`config.mk`:
```
export PLATFORM = sky130hd
export DESIGN_NAME = alu_exec_unit_flat
export DESIGN_NICKNAME = d
export VERILOG_FILES = /design/src/rtl/alu_exec_unit_if.sv /design/src/rtl/alu_exec_unit.sv /design/src/flat_wrapper.sv
export SDC_FILE = /design/constraint.sdc
export NUM_CORES = 1
export LEC_CHECK = 0
export ABC_AREA = 1
export BUFFER_PORTS_ARGS = -buffer_cell sky130_fd_sc_hd__buf_2
export CAP_MARGIN = 40
export CORE_ASPECT_RATIO = 1.2
export CORE_MARGIN = 10
export CORE_UTILIZATION = 49
export DETAILED_ROUTE_END_ITERATION = 8
export PLACE_DENSITY = 0.72
export SETUP_SLACK_MARGIN = 0.2
export SYNTH_ARGS = -nofsm -noshare
export SYNTH_HDL_FRONTEND = slang
export SYNTH_SLANG_ARGS = --single-unit
```
`constraint.sdc`:
```
create_clock -name clk -period 4.7 [get_ports clk]
set_input_delay 0.47 -clock clk [delete_from_list [all_inputs] [get_ports clk]]
set_output_delay 0.47 -clock clk [all_outputs]
set_load 0.01 [all_outputs]
```
`src/rtl/alu_exec_unit_if.sv`:
```
// Request/response bundle for alu_exec_unit: valid/ready operation request in,
// valid/ready result with zero and illegal flags out.
interface alu_exec_unit_if #(
  parameter int XLEN = 64
);
  logic            in_valid;
  logic            in_ready;
  logic [2:0]      ALU_ctrl;
  logic [XLEN-1:0] operand_a;
  logic [XLEN-1:0] operand_b;
  logic            out_valid;
  logic            out_ready;
  logic [XLEN-1:0] result;
  logic            zero;
  logic            illegal;

  modport master (
    output in_valid, ALU_ctrl, operand_a, operand_b, out_ready,
    input  in_ready, out_valid, result, zero, illegal
  );

  modport slave (
    input  in_valid, ALU_ctrl, operand_a, operand_b, out_ready,
    output in_ready, out_valid, result, zero, illegal
  );
endinterface

```
`src/rtl/alu_exec_unit.sv`:
```
// AND/OR/ADD/SUB execution unit with a registered result and a main+skid
// output buffer so in_ready never depends combinationally on out_ready.
module alu_exec_unit #(
  parameter int XLEN = 64
) (
  input logic          clk,
  input logic          rst,
  alu_exec_unit_if.slave bus
);

  logic            r_valid_q, r_valid_d;
  logic [XLEN-1:0] r_result_q, r_result_d;
  logic            r_zero_q, r_zero_d;
  logic            r_illegal_q, r_illegal_d;
  logic            s_valid_q, s_valid_d;
  logic [XLEN-1:0] s_result_q, s_result_d;
  logic            s_zero_q, s_zero_d;
  logic            s_illegal_q, s_illegal_d;

  logic            accept;
  logic            pop;
  logic [XLEN-1:0] new_result;
  logic            new_zero;
  logic            new_illegal;

  // Gating with rst keeps a buffered result from being handed out in the reset cycle.
  assign bus.in_ready  = !s_valid_q && !rst;
  assign bus.out_valid = r_valid_q && !rst;
  assign accept        = bus.in_valid && bus.in_ready;
  assign pop           = bus.out_valid && bus.out_ready;

  assign bus.result  = r_result_q;
  assign bus.zero    = r_zero_q;
  assign bus.illegal = r_illegal_q;

  always_comb begin
    new_result  = '0;
    new_illegal = 1'b0;
    unique case (bus.ALU_ctrl)
      3'b000:  new_result = bus.operand_a & bus.operand_b;
      3'b001:  new_result = bus.operand_a | bus.operand_b;
      3'b010:  new_result = bus.operand_a + bus.operand_b;
      3'b110:  new_result = bus.operand_a - bus.operand_b;
      default: new_illegal = 1'b1;
    endcase
    new_zero = (new_result == '0);
  end

  always_comb begin
    r_valid_d   = r_valid_q;
    r_result_d  = r_result_q;
    r_zero_d    = r_zero_q;
    r_illegal_d = r_illegal_q;
    s_valid_d   = s_valid_q;
    s_result_d  = s_result_q;
    s_zero_d    = s_zero_q;
    s_illegal_d = s_illegal_q;
    if (accept && (!r_valid_q || pop)) begin
      r_valid_d   = 1'b1;
      r_result_d  = new_result;
      r_zero_d    = new_zero;
      r_illegal_d = new_illegal;
    end else if (accept) begin
      s_valid_d   = 1'b1;
      s_result_d  = new_result;
      s_zero_d    = new_zero;
      s_illegal_d = new_illegal;
    end else if (pop && s_valid_q) begin
      r_result_d  = s_result_q;
      r_zero_d    = s_zero_q;
      r_illegal_d = s_illegal_q;
      s_valid_d   = 1'b0;
    end else if (pop) begin
      r_valid_d = 1'b0;
    end
  end

  always_ff @(posedge clk) begin
    if (rst) begin
      r_valid_q   <= 1'b0;
      r_result_q  <= '0;
      r_zero_q    <= 1'b0;
      r_illegal_q <= 1'b0;
      s_valid_q   <= 1'b0;
      s_result_q  <= '0;
      s_zero_q    <= 1'b0;
      s_illegal_q <= 1'b0;
    end else begin
      r_valid_q   <= r_valid_d;
      r_result_q  <= r_result_d;
      r_zero_q    <= r_zero_d;
      r_illegal_q <= r_illegal_d;
      s_valid_q   <= s_valid_d;
      s_result_q  <= s_result_d;
      s_zero_q    <= s_zero_d;
      s_illegal_q <= s_illegal_d;
    end
  end

endmodule
```
`src/flat_wrapper.sv`:
```
// flat-port wrapper written by rule: the top's interface ports become plain ports
module alu_exec_unit_flat 
#(
  parameter int XLEN = 64
)
  (clk, rst, bus_in_valid, bus_ALU_ctrl, bus_operand_a, bus_operand_b, bus_out_ready, bus_in_ready, bus_out_valid, bus_result, bus_zero, bus_illegal);
  alu_exec_unit_if #(.XLEN(XLEN)) bus_i ();
  input logic clk;
  input logic rst;
  input wire logic [$bits(bus_i.in_valid)-1:0] bus_in_valid;
  input wire logic [$bits(bus_i.ALU_ctrl)-1:0] bus_ALU_ctrl;
  input wire logic [$bits(bus_i.operand_a)-1:0] bus_operand_a;
  input wire logic [$bits(bus_i.operand_b)-1:0] bus_operand_b;
  input wire logic [$bits(bus_i.out_ready)-1:0] bus_out_ready;
  output wire logic [$bits(bus_i.in_ready)-1:0] bus_in_ready;
  output wire logic [$bits(bus_i.out_valid)-1:0] bus_out_valid;
  output wire logic [$bits(bus_i.result)-1:0] bus_result;
  output wire logic [$bits(bus_i.zero)-1:0] bus_zero;
  output wire logic [$bits(bus_i.illegal)-1:0] bus_illegal;
  assign bus_i.in_valid = bus_in_valid;
  assign bus_i.ALU_ctrl = bus_ALU_ctrl;
  assign bus_i.operand_a = bus_operand_a;
  assign bus_i.operand_b = bus_operand_b;
  assign bus_i.out_ready = bus_out_ready;
  assign bus_in_ready = bus_i.in_ready;
  assign bus_out_valid = bus_i.out_valid;
  assign bus_result = bus_i.result;
  assign bus_zero = bus_i.zero;
  assign bus_illegal = bus_i.illegal;
  alu_exec_unit #(.XLEN(XLEN)) u_core (.clk(clk), .rst(rst), .bus(bus_i));
endmodule
```
# [After elaboration in Yosys (flattened, before gate mapping)]
# Cells that the tools add are included.
[totals] wordCells=55 regBits=134 out_inout_bits=68
[op_classes] n_mux=17 bitwise=3 n_eq_ne=5 reduce_logical=20 addsub=2
[ops] cell="$pmux 64 s4" n=1
[ops] cell="$mux 64" n=3
[ops] cell="$add 64x64->64" n=1
[ops] cell="$and 64x64->64" n=1
[ops] cell="$logic_not 64->1" n=1
[ops] cell="$or 64x64->64" n=1
[ops] cell="$sub 64x64->64" n=1
[ops] cell="$mux 1" n=13
[ops] cell="$logic_and 1x1->1" n=6
[ops] cell="$reduce_and 2->1" n=3
[ops] cell="$reduce_bool 2->1" n=3
[ops] cell="$reduce_or 4->1" n=1
[ops] cell="$eq 3x1->1 const B" n=1
[ops] cell="$eq 3x2->1 const B" n=1
[ops] cell="$eq 3x3->1 const B" n=1
[ops] cell="$logic_not 1->1" n=3
[ops] cell="$logic_not 3->1" n=1
[ops] cell="$reduce_and 3->1" n=1
[ops] cell="$ne 2x1->1 const B" n=1
[ops] cell="$ne 2x2->1 const B" n=1
[ops] cell="$logic_or 1x1->1" n=1
[ops] cell="$not 1->1" n=1

# [Longest topological paths before layout]
# Gate-level depths: netlist of the first run.
[depth] ltp_word=7 depth_mapped=39 mapped_depth_nobuf=39

# [Worst setup path after synthesis of the first run]
# OpenSTA, ideal clock, no wires.
[synth_path] path_kind="input -> register" startpoint="in bus_operand_b[0]" endpoint="reg u_core.r_zero_q, in the netlist u_core.bus.zero" path_stages=33 slack_ns=0.687 path_buffers=0 required_ns=4.633 arrival_ns=3.946 path_cell_list="inv_1 -> ha_1 -> nand2_1 -> nor3_2 -> nand2_1 -> nor2_2 -> nand2_2 -> nor3_4 -> nand4_2 -> nand2_2 -> o21ai_2 -> nor2_4 -> o21ai_2 -> a21oi_2 -> o21ai_1 -> xnor2_1 -> ha_1 -> nand2_1 -> nor2_1 -> nand2_1 -> nor4_1 -> nand2_1 -> nand2_1 -> nand2_1 -> nand3_1 -> nand2_1 -> nor2_1 -> nand2_1 -> nor2_1 -> nand4_1 -> nand2_1 -> nand2_1 -> a21oi_2"
[synth_between] elab_chain_cells=4 word_cells_on_any_way=7 classes_between="add/sub: 2; mux: 2; bitwise: 2; reduce/logical: 1"
[synth_rtl] item="start: declaration" line="flat_wrapper.sv:13" text="input wire logic [$bits(bus_i.operand_b)-1:0] bus_operand_b;"
[synth_rtl] item="$sub 64x64->64 (tied with other cells)" line="alu_exec_unit.sv:43" text="3'b110: new_result = bus.operand_a - bus.operand_b;"
[synth_rtl] item="$pmux 64 s4 (*)" line="alu_exec_unit.sv:39" text="unique case (bus.ALU_ctrl)"
[synth_rtl] item="$logic_not 64->1 (*)" line="alu_exec_unit.sv:46" text="new_zero = (new_result == '0);"
[synth_rtl] item="$mux 1 (*)" line="alu_exec_unit.sv:58" text="if (accept && (!r_valid_q || pop)) begin"
[synth_rtl] item="end signal: assignment" line="alu_exec_unit.sv:91" text="r_zero_q <= r_zero_d;"
[synth_rtl] item="end: declaration" line="alu_exec_unit.sv:13" text="logic r_zero_q, r_zero_d;"
# Every way passes the cells marked *; elsewhere a longest branch is shown, timed or not.
# A chain may end at the register's enable or synchronous reset.

# [Worst setup path after layout of the first run]
[layout_path] startpoint="in bus_operand_b[2]" endpoint="reg u_core.r_zero_q, in the netlist u_core.bus.zero"
# Same word-level chain as after synthesis.

==> metrics list, run 1 <==
- The run finished with clean final reports.
- Ratio of final minimum period to clock period: 94.4%
- Once layout is done, the placed cells without fillers occupy 19400 µm².
* Met3 GRT Util: under 10%
* Slew Limit Fails: 0
- In the final design database the tool counted roughly 3400 nets.
* Share of synthesized registers carrying an async set or reset: 0%
* Library cell used as clock root buffer: sky130_fd_sc_hd__clkbuf_16
- Storage cell area: between 2000 and 3000 µm²
- Along the worst path, the maximum fanout reaches 4.
* Met2 Track Usage GR: a little under three fifths
- Most frequent cells in the layout: 780 x sky130_fd_sc_hd__nand2_1, 526 x sky130_fd_sc_hd__inv_1, 248 x sky130_fd_sc_hd__nor2_1
- Iteration-0 DRC Markers: 2352
- Fill cells in the final layout number just under 3000.
- Across the run, the number of max-cap violations was 0.
- From synthesis to final layout, the design area changed by 29.4%.
* Post-synthesis cell count: 2776
- Standard cell core area: about 30000 µm²
- TritonCTS sink count: ~130
- After global routing, the most crowded layer is met2.
* H-tree level count: 4
- CTS tree: yes
- Vias: a little under 20000
- Global-route wire length before repair: ~100 mm
* Width of the die: ~180 µm
- The number of nets handed over by synthesis was between 2000 and 3000.
* Final setup vio count: 0
* Average wire length per cell after detail routing: between 15 and 20 µm
* CP Data Arrival Time: a little under 5000 ps
- Leftover overflow at the end of global routing: 0
- The first detailed-routing pass ran for 6 iterations.
* Cell Count Post-Placement: 3519
* Setup Total Neg Slack: 0 ps
- The biggest area contributor in the post-synthesis netlist is sky130_fd_sc_hd__nand2_1.
- Hold Slack: 286 ps
* Post-detailed-placement cell area: roughly 18000 µm²
* Finished Layout Cells: 3560
* Slew HR: between 40% and 50%
* Drt drc: 0
* Number of global-route vias before repair: 18000
- The number of buffers and inverters on the critical path is 7.
- Total chip power: between 4000 and 5000 µW
- After clock tree synthesis, the clock-pin slew on the worst setup and hold paths is 60 ps.
* Worst-skew pair later-pin latency: around 460 ps
- Derived from the worst setup path, the maximum achievable clock frequency is about 230 MHz.
* Largest net degree at the start of global routing: 93
- The floorplan has 70 rows.
- Number of clock buffers inserted by TritonCTS: 25
* Part of the Yosys area used for sequential elements: 17.8%
- After detailed routing, the number of vias per cell comes to about 5.5.
- Leaving out fill and tap cells, the most frequent cell in the layout is sky130_fd_sc_hd__nand2_1.
- In this run, post-CTS hold repair placed 0 buffers.
- In this run the static leakage power is 0.0110 µW.
* Slowest-stage cell, CP: sky130_fd_sc_hd__ha_2
- Counting distinct cell types in the post-synthesis netlist gives 49.
- Global routing used roughly a third of the available tracks across all layers.
- The smallest clock period supported by the final layout is computed as around 4400 ps.
- Setup repair after global routing missed its margin: yes
- Fraction of synthesized cell area taken by the top area cell type: 20.5%
* Warnings from Yosys: 0
* DP HPWL: about 55 mm
- The worst setup path is launched from a primary input.
- Top FF cell, synth: sky130_fd_sc_hd__dfxtp_1
- Number of synthesized flops with an enable pin: 0
- Fin Clk Skew: 19.7 ps
* Initial standard-cell utilization of the core: approximately half
* Bufs on Longest Clock Path: 3
- A synthesized cell averages ~5.4 µm².
* Yosys reg bits: about 130
* Crit path capture type: flip-flop
* Hold violation count in the final report: 0
* I/O Pins: 203
* Die height: roughly 210 µm
- The post-route netlist has 22.4% of its cells at a drive strength greater than 1.
- In this design, the stage delay of the slowest critical-path cell is between 300 and 400 ps.
* Total standard cell area after synthesis: between 15000 and 20000 µm²
- Routability congestion estimate from global placement: approximately 1.1
* Startpoint-to-endpoint class of the critical path: primary input to flip-flop
- WP data required: approximately 5100 ps
- In this run the worst hold path is classified as primary input to flip-flop.
- The repair_antennas step left the layout with diodes totalling 0.
* Initial antenna violation count: 1
* Kind of cell with the highest combined delay on the critical path: simple AND/OR/NAND/NOR gates
- Die footprint: 38100 µm²
- Wires add up to ~67 mm.
* Remaining number of nets flagged by the antenna check after routing: 0
* Peak supply drop: between 300 and 400 µV
- Leading post-synthesis cells by cell area: sky130_fd_sc_hd__nand2_1 20%, sky130_fd_sc_hd__dfxtp_1 18%, sky130_fd_sc_hd__inv_1 13%
* Count of input and output buffers: about 200
* Cell with the most instances on the worst path: sky130_fd_sc_hd__nand2_1
- Power spread over the standard cell area amounts to around 250 nW/µm².
- Multi-input logic area: 10600 µm²
- Least-Margin Pin Slew: around 840 ps
* Met1 Track Usage GR: between 40% and 50%
## routing by layer
layer	part of all wire, %	vias up
li1	-	9434
met2	47	897
met5	0.013	-
met1	42	9015
met4	3.4	2
met3	8.1	147
## timing repair
action,4_1_cts,5_1_grt
endpoints found under the setup margin,4,29
gates resized for setup,12,166
buffers inserted,1,8
pin swaps,2,39
endpoints found under the hold margin,0,0
## cells in the mapped netlist (5+ instances only)
master	count
sky130_fd_sc_hd__inv_2	36
sky130_fd_sc_hd__and2_1	6
sky130_fd_sc_hd__o21bai_1	5
sky130_fd_sc_hd__nor4_1	15
sky130_fd_sc_hd__nor3_1	16
sky130_fd_sc_hd__maj3_1	5
sky130_fd_sc_hd__a31oi_1	35
sky130_fd_sc_hd__nand2_1	819
sky130_fd_sc_hd__xor2_1	46
sky130_fd_sc_hd__a221oi_1	10
sky130_fd_sc_hd__buf_2	14
sky130_fd_sc_hd__clkbuf_1	53
sky130_fd_sc_hd__nand3_1	139
sky130_fd_sc_hd__nor2_2	26
sky130_fd_sc_hd__o211ai_1	42
sky130_fd_sc_hd__nor2_1	286
sky130_fd_sc_hd__a21oi_1	168
sky130_fd_sc_hd__dfxtp_1	134
sky130_fd_sc_hd__nand3b_1	15
sky130_fd_sc_hd__o21ai_2	5
sky130_fd_sc_hd__nand3_2	8
sky130_fd_sc_hd__nor2_4	5
sky130_fd_sc_hd__ha_1	66
sky130_fd_sc_hd__xnor2_1	16
sky130_fd_sc_hd__buf_1	11
sky130_fd_sc_hd__nand2_2	11
sky130_fd_sc_hd__o21ai_1	10
sky130_fd_sc_hd__o21ai_0	184
sky130_fd_sc_hd__inv_1	534
sky130_fd_sc_hd__nand4_1	23
## flip-flops by register name, summed over array words and instances, names as in the netlist
register,flops
u_core.bus.zero,1
u_core.bus.illegal,1
u_core.r_valid_q,1
u_core.bus.result,64
u_core.s_zero_q,1
u_core.s_result_q,64
u_core.s_illegal_q,1
u_core.s_valid_q,1
## where the power goes
| group | internal, µW | switching (µW) |
|---|---|---|
| clock | 1070 | 508 |
| combinational | 723 | 1320 |
| sequential | 1210 | 31.3 |
| total | 3000 | 1860 |
## area by class of cell
class	count	area share, %
Inverter	573	11.1
Clock buffer	26	3.29
Sequential cell	134	13.8
Clock inverter	6	0.412
Timing Repair Buffer	434	14.6
Multi-Input combinational cell	1991	54.3
Tap cell	396	2.55
## cells by family (layout without fill, tap and decap cells)
logic type               count (synthesis)  after routing  share of synthesized area (%)
flip-flops                             134            134                           17.8
AND/OR/NAND/NOR                       1388           1388                           38.9
AO/OA/AOI/OAI                          469            469                           17.3
adder cells (fa/ha/maj)                 72             72                           5.96
XOR/XNOR                                62             62                           3.61
buffers and inverters                  651           1039                           16.4
## stage by stage
step,worst slack [ps],utilization (%)
after floorplan,687,-
after global placement,-584,58.9
after detailed placement,-601,59.2
after CTS,214,61.8
after global routing,7.58,64.0
final,264,64.0
## worst paths after layout
kind                    startpoint               endpoint  slack (ps)  cells past startpoint
max               bus_operand_b[2]        u_core.bus.zero         260                     36
min                            rst       u_core.r_valid_q         290                      2
max reg2reg       u_core.r_valid_q  u_core.s_result_q[63]        2110                     11
min reg2reg  u_core.bus.result[47]  u_core.bus.result[47]         460                      2
Power figures use the tool's default switching activity.
==> run 2: changes to the inputs <==
--- a/config.mk
+++ b/config.mk
@@ -9,7 +9,6 @@
 export BUFFER_PORTS_ARGS = -buffer_cell sky130_fd_sc_hd__buf_2
 export CAP_MARGIN = 40
 export CORE_ASPECT_RATIO = 1.2
-export CORE_MARGIN = 10
 export CORE_UTILIZATION = 49
 export DETAILED_ROUTE_END_ITERATION = 8
 export PLACE_DENSITY = 0.72
@@ -17,3 +16,4 @@
 export SYNTH_ARGS = -nofsm -noshare
 export SYNTH_HDL_FRONTEND = slang
 export SYNTH_SLANG_ARGS = --single-unit
+export TNS_END_PERCENT = 5
==> run 2 against run 1 <==
Against the previous run: worst hold slack better by 30 ps; utilization decreased by 1.6 points; sequential share of layout area rose by 0.61 points; power decreased by 3.4%; first-iteration DRC count decreased by 11%; clock skew decreased by 7.7 ps; maximum frequency is 3.9% lower; clock power down 3%; critical path type unchanged; sequential cell count unchanged; setup slack lost 180 ps; critical endpoint unchanged.
==> metrics list, run 2 (synthesis results as in run 1) <==
* Run status: completed (unchanged)
- Met2 Track Usage GR: 65.5% (was 55.7%)
- Setup repair after global routing missed its margin: yes (unchanged).
- The max-slew headroom at the worst pin came to 38.8% (was 43.6%).
- The required time at the endpoint of the critical path is 5080 ps (about the same).
- Cell with the most instances on the worst path: sky130_fd_sc_hd__nand2_1 (unchanged)
- Number of clock buffers inserted by TritonCTS: 25 (unchanged)
- The count of pins on the block boundary is 203 (unchanged).
* Startpoint types: primary input (unchanged)
- The highest achievable clock rate is 217 MHz (was 225 MHz).
- The total grt overflow is 0 (unchanged).
- The area of the core region is 29900 µm² (was 30400 µm²).
- The combined area of the multi-input logic cells is 10100 µm² (was 10600 µm²).
- Global router's overall resource usage: 40.1% (was 33.2%)
- The final period demand of the worst path is 4620 ps (was 4440 ps).
* Global-route wire length before repair: 97.5 mm (was 101 mm)
* Number of core rows: 69 (was 70)
* Remaining number of nets flagged by the antenna check after routing: 0 (unchanged)
* GRT busiest layer: met2 (unchanged)
* Longest individual stage delay on the worst path: 340 ps (about the same)
- The maximum clock skew at final layout is 12.0 ps (was 19.7 ps).
- Max FO, Critical Path: 4 (unchanged)
- Clock slew at reported path FFs: 50 ps (was 60 ps)
- LEAKAGE: 0.0107 µW (was 0.0110 µW)
- The actual slew at the worst max-slew pin came to 917 ps (was 844 ps).
* Die footprint: 31400 µm² (was 38100 µm²)
* Final-stage net count: 3324 (was 3361)
- H-tree level count: 4 (unchanged)
* Number of global-route vias before repair: 18100 (was 18000)
* Vias: 19300 (was 19500)
- Crit path capture type: flip-flop (unchanged)
* Hold buffer count at cts: 0 (unchanged)
- Worst hold path type: primary input to flip-flop (unchanged)
- Relative area change from synthesis to final layout: 23.9% (was 29.4%)
- The maximum vdd drop came to 334 µV (about the same).
- DRT Pass-1 Iters: 6 (unchanged)
- Cell Pwr Density: 252 nW/µm² (was 250 nW/µm²)
- The maximum number of pins on one net before global-route repair was 84 (was 93).
* Final setup vio count: 0 (unchanged)
- The met3 track demand over resource is 5.67% (was 3.71%).
* DP HPWL: 52.4 mm (was 55.0 mm)
- The per-cell routed wire length is 18.2 µm (was 18.8 µm).
* Slew Limit Fails: 0 (unchanged)
* Library cell used as clock root buffer: sky130_fd_sc_hd__clkbuf_16 (unchanged)
- The x dimension of the die was 162 µm (was 180 µm).
- Most frequent cells in the layout: 813 x sky130_fd_sc_hd__nand2_1, 532 x sky130_fd_sc_hd__inv_1, 272 x sky130_fd_sc_hd__nor2_1 (was 780 x sky130_fd_sc_hd__nand2_1, 526 x sky130_fd_sc_hd__inv_1, 248 x sky130_fd_sc_hd__nor2_1).
* Die height: 194 µm (was 212 µm)
- Fraction of final layout cells with drive strength greater than 1: 18.4% (was 22.4%)
- Slowest-stage cell, CP: sky130_fd_sc_hd__ha_2 (unchanged)
* CTS tree: yes (unchanged)
* TritonCTS sink count: 134 (unchanged)
- The port buffer count came to 202 (unchanged).
- The insertion delay to the later sink of the worst-skew pair was 460 ps (about the same).
* Crit path setup slack, layout: 82.3 ps (was 264 ps)
* Met1 Track Usage GR: 51.0% (was 43.0%)
- Most common cell after layout, fill and taps aside: sky130_fd_sc_hd__nand2_1 (unchanged)
* Post-layout util: 62.4% (was 64.0%)
- The number of buffers on the longest clock path was 3 (unchanged).
* Initial antenna violation count: 1 (unchanged)
- Routability congestion estimate from global placement: 1.06 (was 1.05)
- Post-placement setup slack: -624 ps (was -601 ps)
- CP Data Arrival Time: 5000 ps (was 4820 ps)
* Ratio of final minimum period to clock period: 98.2% (was 94.4%)
- Hold violation count in the final report: 0 (unchanged)
- Initial standard-cell utilization of the core: 50.3% (was 49.5%)
* Startpoint-to-endpoint class of the critical path: primary input to flip-flop (unchanged)
* Layout filler cell count: 3042 (was 2930)
* Max-cap violations: 0 (unchanged)
* Storage cell area: 2680 µm² (unchanged)
- Via/cell ratio: 5.50 (was 5.48)
- Drt total wl: 64.1 mm (was 67.0 mm)
- Iteration-0 DRC Markers: 2093 (was 2352)
- The number of remaining DRC errors is 0 (unchanged).
## run 2: cell type report
| type | count | share of cell area (%) |
|---|---|---|
| antenna | 1 | 0.0134 |
| clock buffer | 30 | 3.67 |
| clock inverter | 3 | 0.0806 |
| inverter | 573 | 11.5 |
| multi-input combinational | 1991 | 54.0 |
| sequential | 134 | 14.4 |
| tap | 390 | 2.62 |
| timing repair buffer | 397 | 13.7 |
## run 2: critical path: cells and delay by family
| kind | cells | cell delay, ps |
|---|---|---|
| adders and majority gates | 2 | 510 |
| and+or+nand+nor | 20 | 2260 |
| buffers and inverters | 6 | 770 |
| xor gates and xnor gates | 1 | 160 |
| AOI/OAI and AO/OA | 6 | 830 |
## run 2: path summary, 6_finish.rpt
check                           depth (start not counted)                   from  slack, ps                    end
worst min-delay path                                    3           bus_in_valid        320       u_core.r_valid_q
worst min register to register                          2  u_core.bus.result[58]        460  u_core.bus.result[58]
worst max register to register                         11       u_core.r_valid_q       2150  u_core.s_result_q[45]
worst max-delay path                                   35       bus_operand_b[0]         80        u_core.bus.zero
## run 2: routing by layer
metal	vias up	wire, µm
met3	196	5810
met1	8845	25900
li1	9342	-
met4	0	3530
met5	-	0
met2	964	28900
## run 2: power breakdown
part / total (µW) / leakage (µW) / internal [µW] / switching [µW]
logic: 1930 / 0.00923 / 663 / 1260
clock network: 1530 / 0.000350 / 1010 / 520
registers: 1240 / 0.00109 / 1210 / 32.7
## run 2: per-stage QoR
step	cells	TNS, ps	power (µW)	area, µm²	hold WS (ps)
after floorplan	2776	0	2340	15000	450
after global routing	3518	-297	4940	18600	356
after global placement	3479	-4880	3070	17700	455
after CTS	3517	0	4640	18500	319
after detailed placement	3482	-5600	3110	17700	460
final	3519	0	4700	18600	316
## run 2: timing repair
action                                  4_1_cts  5_1_grt
gates resized for setup                       9       38
cloned                                        0        0
hold endpoints to repair                      0        0
endpoints found under the setup margin        7       33
pin swaps                                     2        6
setup buffers                                 2        1
